`config.mk`:
```
export PLATFORM = sky130hd
export DESIGN_NAME = sys_timer_arbiter
export DESIGN_NICKNAME = d
export VERILOG_FILES = /design/src/rtl/sys_timer_arbiter.sv
export SDC_FILE = /design/constraint.sdc
export NUM_CORES = 1
export LEC_CHECK = 0
export CORE_MARGIN = 3
export CORE_UTILIZATION = 35
export CTS_CLUSTER_SIZE = 12
export DETAILED_ROUTE_END_ITERATION = 6
export DONT_BUFFER_PORTS = 1
export PLACE_DENSITY = 0.58
export SLEW_MARGIN = 20
export SYNTH_ARGS = -nofsm -noshare
export SYNTH_HDL_FRONTEND = slang
export SYNTH_SLANG_ARGS = --single-unit
export TNS_END_PERCENT = 20
```
`constraint.sdc`:
```
create_clock -name clk -period 2.38 [get_ports clk]
set_input_delay 0.714 -clock clk [delete_from_list [all_inputs] [get_ports clk]]
set_output_delay 0.714 -clock clk [all_outputs]
set_load 0.005 [all_outputs]
```
`src/rtl/sys_timer_arbiter.sv`:
```
// Two-port arbiter for the 32-bit system-timer read port. Lower-half reads run a
// carry-safe H1/L/H2 sequence and park the coherent upper half in a per-port shadow.
module sys_timer_arbiter #(
  parameter int MAX_RETRY = 3
) (
  input  logic        clk,
  input  logic        rst_n,
  input  logic [1:0]  req,
  input  logic [1:0]  timer0,
  input  logic [1:0]  timer1,
  input  logic        upper0,
  input  logic        upper1,
  output logic [1:0]  ack,
  output logic [31:0] rdata0,
  output logic [31:0] rdata1,
  output logic [1:0]  tmr_sel,
  output logic        tmr_upper,
  input  logic [31:0] tmr_data
);

  localparam int RW = (MAX_RETRY < 1) ? 1 : $clog2(MAX_RETRY + 1);

  typedef enum logic [2:0] {IDLE, RD_H1, RD_L, RD_H2, RD_U, ACK} state_t;

  state_t        state, state_nxt;
  logic          last_grant;
  logic          port_q;
  logic [1:0]    timer_q;
  logic [RW-1:0] retry;
  logic [31:0]   h1;
  logic [31:0]   lo;
  logic [31:0]   rdata_q      [2];
  logic [31:0]   shadow_hi    [2];
  logic [1:0]    shadow_timer [2];
  logic [1:0]    shadow_valid;

  logic          any_req;
  logic          grant;
  logic [1:0]    grant_timer;
  logic          grant_upper;
  logic          shadow_hit;
  logic          h_match;
  logic          retry_done;

  // Round-robin only matters when both ports ask at once.
  always_comb begin
    any_req     = |req;
    grant       = (req == 2'b11) ? ~last_grant : req[1];
    grant_timer = grant ? timer1 : timer0;
    grant_upper = grant ? upper1 : upper0;
    shadow_hit  = shadow_valid[grant] && (shadow_timer[grant] == grant_timer);
    h_match     = (tmr_data == h1);
    retry_done  = (retry == RW'(MAX_RETRY));
  end

  always_ff @(posedge clk or negedge rst_n) begin
    if (!rst_n) state <= IDLE;
    else        state <= state_nxt;
  end

  always_comb begin
    state_nxt = state;
    case (state)
      IDLE: begin
        if (any_req) begin
          if (grant_timer == 2'd3)              state_nxt = ACK;
          else if (grant_upper && shadow_hit)   state_nxt = ACK;
          else if (grant_upper)                 state_nxt = RD_U;
          else                                  state_nxt = RD_H1;
        end
      end
      RD_H1:   state_nxt = RD_L;
      RD_L:    state_nxt = RD_H2;
      RD_H2:   state_nxt = (!h_match && !retry_done) ? RD_L : ACK;
      RD_U:    state_nxt = ACK;
      ACK:     state_nxt = IDLE;
      default: state_nxt = IDLE;
    endcase
  end

  always_comb begin
    ack = 2'b00;
    if (state == ACK) ack[port_q] = 1'b1;
  end

  // Datapath: tmr_sel/tmr_upper are set one cycle ahead so each RD_* state sees a stable select.
  always_ff @(posedge clk or negedge rst_n) begin
    if (!rst_n) begin
      last_grant      <= 1'b1;
      port_q          <= 1'b0;
      timer_q         <= 2'd0;
      retry           <= '0;
      h1              <= 32'h0;
      lo              <= 32'h0;
      rdata_q[0]      <= 32'h0;
      rdata_q[1]      <= 32'h0;
      shadow_hi[0]    <= 32'h0;
      shadow_hi[1]    <= 32'h0;
      shadow_timer[0] <= 2'd0;
      shadow_timer[1] <= 2'd0;
      shadow_valid    <= 2'b00;
      tmr_sel         <= 2'd0;
      tmr_upper       <= 1'b0;
    end else begin
      case (state)
        IDLE: begin
          if (any_req) begin
            port_q     <= grant;
            timer_q    <= grant_timer;
            last_grant <= grant;
            if (grant_timer == 2'd3) begin
              rdata_q[grant] <= 32'h0;
            end else if (grant_upper && shadow_hit) begin
              rdata_q[grant]      <= shadow_hi[grant];
              shadow_valid[grant] <= 1'b0;
            end else begin
              tmr_sel   <= grant_timer;
              tmr_upper <= 1'b1;
            end
          end
        end
        RD_H1: begin
          h1        <= tmr_data;
          tmr_upper <= 1'b0;
        end
        RD_L: begin
          lo        <= tmr_data;
          tmr_upper <= 1'b1;
        end
        RD_H2: begin
          if (!h_match && !retry_done) begin
            h1        <= tmr_data;
            retry     <= retry + RW'(1);
            tmr_upper <= 1'b0;
          end else begin
            rdata_q[port_q]      <= lo;
            shadow_hi[port_q]    <= tmr_data;
            shadow_timer[port_q] <= timer_q;
            shadow_valid[port_q] <= 1'b1;
            retry                <= '0;
          end
        end
        RD_U: begin
          rdata_q[port_q] <= tmr_data;
        end
        default: ;
      endcase
    end
  end

  assign rdata0 = rdata_q[0];
  assign rdata1 = rdata_q[1];

endmodule

```
Word-level counts from Yosys, hierarchy flattened

Index checks and enable logic that the tools add are counted.

Add/sub/neg operators: 1
Order comparisons: 8
Equal/unequal tests: 17
Multiplexer cells: 51
Bitwise gates (word level): 11
Reduce and logical (&&, ||, !) cells: 22

Operator list:

| kind               | number |
|---|---|
| $bwmux 64          | 4 |
| $mux 64            | 4 |
| $mux 32            | 6 |
| $pmux 64 s3        | 1 |
| $and 64x64->64     | 1 |
| $demux 32 s1       | 2 |
| $not 64->64        | 1 |
| $pmux 32 s2        | 1 |
| $eq 32x32->1       | 1 |
| $mux 2             | 11 |
| $mux 3             | 5 |
| $pmux 3 s5         | 1 |
| $ne 2x2->1 const B | 6 |
| $mux 1             | 10 |
| $reduce_and 5->1   | 2 |
| $reduce_and 4->1   | 2 |
| $logic_and 1x1->1  | 7 |
| $eq 2x2->1 const B | 3 |
| $eq 3x2->1 const B | 2 |
| $eq 3x3->1 const B | 2 |
| $reduce_and 2->1   | 3 |
| $bwmux 4           | 1 |
| $ge 2x2->1 const B | 2 |
| $lt 1x2->1 const B | 2 |
| other kinds (21)   | 30 |

Bits in registers: 210
Bits of input ports: 42
Output and inout bits: 69
Word-level logic and storage cells: 126

Longest topological paths before layout

Depth after elaboration: 13
Depth in mapped cells: 9
Mapped depth without buffers: 6

Worst setup path before layout

OpenSTA, ideal clock, no wires.

Kind: input-to-reg
Start: in tmr_data[9]
End: reg shadow_hi[10] (netlist bit)
Setup time: 0.125 ns
Arrival time: 2.233 ns
Required time: 2.255 ns
Path slack: 0.022 ns
Stages on the path: 7
Buffers on the path: 1
Cells stage by stage: xnor2_1 -> nand4_1 -> nor4_2 -> a21oi_1 -> nor3_2 -> buf_4 -> mux2_2

Cells in the longest elaborated chain, start to end: 5

RTL lines:

| what                              | RTL line | RTL |
|---|---|---|
| from (decl)                       | 18       | `input logic [31:0] tmr_data` |
| $eq 32x32->1                      | 52       | `h_match = (tmr_data == h1);` |
| $logic_not 1->1                   | 131      | `if (!h_match && !retry_done) begin` |
| $logic_and 1x1->1                 | 131      |  |
| $not 1->1 (no source line)        | --       |  |
| $reduce_and 2->1 (no source line) | --       |  |
| to (signal, indexed assignment)   | 137      | `shadow_hi[port_q] <= tmr_data;` |
| to (decl)                         | 33       | `logic [31:0] shadow_hi [2];` |

No other way between the ends.
A chain may end at the register's enable or synchronous reset.

Worst setup path after layout

Start: reg h1[6]
End: reg shadow_hi[25] (netlist bit)

Cells in the longest elaborated chain, start to end: 5

RTL lines:

| what                              | RTL line | RTL |
|---|---|---|
| from (decl)                       | 30       | `logic [31:0] h1;` |
| from (signal assigned)            | 123      | `h1 <= tmr_data;` |
| from (signal assigned)            | 132      | `h1 <= tmr_data;` |
| $eq 32x32->1                      | 52       |  |
| $logic_not 1->1                   | 131      |  |
| $logic_and 1x1->1                 | 131      |  |
| $not 1->1 (no source line)        | --       |  |
| $reduce_and 2->1 (no source line) | --       |  |

No other way between the ends.

==> run_results.csv <==
group,metric,value,unit
clock_tree,root_buffer,"clkbuf_16",
placement,hpwl,18.48,mm
setup_path,cp.arrival,2.80,ns
clock_tree,clk_latency,0.54,ns
setup_path,worst-path-buf-inv,2,
setup_path,crit_type,"reg2reg",
synth,syn_inst,786,
route,wirelength,27.56,mm
synth,synth_nets,829,
route,dr.pass1.iters,5,
clock_tree,clk_pin_slew,0.06,ns
die,fp-row-count,60,
global_route,grt_pass1_wl,41.88,mm
layout,syn2layout_area_growth,18.30,%
setup_path,crit_required,2.78,ns
synth,yosys.cell_types.count,57,
run,max_cap_viol_count,0,
layout,layout_common_cells,"dfrtp_1, mux2_2, nand2_1",
placement,portBuffers,0,
layout,antenna_cells,0,
die,die_w,172.9,um
global_route,antenna_found_initial,0,
placement,place_ws,-0.2679,ns
setup_path,critPathMaxStageDelay,0.41,ns
timing,layout_min_cycle_time,2.394,ns
timing,fin_skew,0.03121,ns
placement,placed_cells,1164,
global_route,grt_remaining_overflow,0,
setup_path,crit_fanout,10,
synth,synthFlopType,"dfrtp_1",
synth,syn_avg_cell_area,12.40,um^2
outcome,outcome,"finished with violations",
route,ant_nets,0,
die,core_region_area,27180,um^2
route,wire_per_inst,22.70,um
timing,rsz0062_at_grt,"true",
synth,synth-seq-cells,210,
die,die_y,172.9,um
setup_path,crit_chain,"xnor2_2, nand4_1, nor4_4, a21oi_2, nor3_4, buf_12, clkbuf_16, mux2_2",
setup_path,worstSetupStartpointType,"register",
timing,finalWorstSetupSlack,-0.01398,ns
timing,setup_viol,16,
timing,relSlewSlack,68.24,%
timing,maxSlewViolCount,0,
timing,period_share,100.6,%
clock_tree,cts_tree,"built",
setup_path,cp-startpoint,"h1[6]",
clock_tree,h-tree-depth,1,
timing,finalHoldViolations,209,
power_and_ir_drop,p_leak,0.004857,uW
synth,ys.warnings.count,0,
die,io_pins,111,
global_route,grt_max_degree,211,
synth,ys_seq_area_share,53.91,%
power_and_ir_drop,power_density,1467,nW/um^2
route,route.detailed.drc,0,
timing,hold_slack,-0.1113,ns
route,viasPerCell,5.530,
layout,mostFrequentLayoutCell,"dfrtp_1",
setup_path,path_delay_family,"simple AND/OR/NAND/NOR gates",
synth,synth_edf_count,0,
die,start_util,35.87,%
min_path,hold_class,"in2async",
outcome,violations,"negative hold slack, negative setup slack",
synth,syn_area,9749,um^2
setup_path,timing.rr.start,"h1[6]",
setup_path,end_kind,"register",
timing,worst_slew_pin_slew,0.4764,ns
route,drt_iter0_drc,485,
global_route,grt_pass1_vias,6829,
route,via_count,6713,
power_and_ir_drop,vdd_ir_drop_max,0.0005609,V
layout,ff_latch_area,5259,um^2
clock_tree,cts_buffer_depth,3,
clock_tree,numCtsBuffers,24,
layout,fin_nets,867,
layout,instances_no_fill,1214,
layout,drive_gt1_share,32.78,%
timing,fmax,417.7,MHz
layout,multi_input_area,4282,um^2
placement,globalplace.congestion,0.8472,
clock_tree,clock-sinks,210,
die,die-area,29890,um^2
global_route,grtUsageTotal,17.66,%
layout,fillers,2603,
synth,async_reset_ff_share,100.0,%
setup_path,cp_slowest_cell,"nor4_4",
-- layer usage --
metal  share of wire (%)  track usage [%]
met1                  43            23.36
met2                  48            29.04
met3                 7.1            4.985
met4                 1.6            3.851
met5                   0                0
-- registers in the layout, summed over array words and instances, names as in the netlist --
signal	cells
h1	32
last_grant	1
lo	32
port_q	1
rdata0	32
rdata1	32
retry	2
shadow_hi	64
shadow_timer	4
shadow_valid	2
state	3
timer_q	2
tmr_sel	2
tmr_upper	1
-- cells by family after synthesis --
family,count (synthesis),synth area share [%]
buffers and inverters,57,3.375
AND/OR/NAND/NOR,135,6.840
AO/OA/AOI/OAI,212,16.95
adder cells (fa/ha/maj),1,0.1283
XOR/XNOR,36,3.234
flip-flops,210,53.91
multiplexers,135,15.55
-- synthesized netlist by cell type (all sizes together) (2+ instances only) --
cell type / number / area (um^2)
a21o: 2 / 22.52
a21oi: 22 / 125.1
a221oi: 5 / 43.79
a22o: 32 / 280.3
a22oi: 55 / 412.9
a31oi: 7 / 43.79
and2: 2 / 12.51
and3: 4 / 25.02
buf: 38 / 257.7
clkbuf: 18 / 67.56
dfrtp: 209 / 5230
mux2: 132 / 1486
mux2i: 3 / 30.03
nand2: 75 / 281.5
nand2b: 3 / 18.77
nand3: 7 / 47.55
nand4: 8 / 50.05
nor2: 19 / 71.32
nor3: 5 / 40.04
nor3b: 3 / 22.52
nor4: 2 / 25.02
o211ai: 2 / 33.78
o21ai: 11 / 55.05
o22a: 3 / 26.28
o22ai: 61 / 469.2
o2bb2ai: 4 / 35.03
xnor2: 36 / 315.3
-- cell type report --
cell class | instances | share of cell area, %
flip-flops and latches | 210 | 45.60
multi-input cells | 519 | 37.12
clock buffers | 36 | 6.205
repair buffers | 68 | 6.129
well taps | 372 | 4.036
clock inverters | 8 | 0.8787
inverters | 1 | 0.03254
-- power breakdown --
part           switching (uW)  internal [uW]  total [uW]
Sequential               1200           5290        6500
Clock                    1490           2290        3780
Combinational            3320           3330        6650
-- through the flow --
| step | instance area (um^2) | utilization (%) | power, uW | setup TNS, ns |
|---|---|---|---|---|
| floorplan | 9749 | - | 10900 | 0 |
| detailed placement | 10530 | 38.74 | 13070 | -23.50 |
| global placement | 10530 | 38.74 | 12890 | -23.47 |
| finish | 11530 | 42.44 | 16920 | -0.1006 |
| CTS | 11360 | 41.80 | 16930 | 0 |
| global route | 11530 | 42.44 | 17980 | -1.005 |
-- what timing repair did --
item                                    4_1_cts  5_1_grt
endpoints found under the setup margin        1       61
pin swaps                                     0       11
gates resized for setup                       2       17
hold endpoints to repair                    209      209
setup buffers                                 1        2
gates cloned                                  0        3
-- worst paths after layout --
check,to,slack [ns],cells after the start
hold reg to reg,shadow_hi[37],0.49,1
setup reg to reg,shadow_hi[25],-0.01,8
min in group clk,last_grant,0.27,1
max in group asynchronous,rdata0[31],2.18,0
setup / recovery,shadow_hi[25],-0.01,8
hold / removal,shadow_hi[2],-0.11,0
Power figures use the tool's default switching activity.
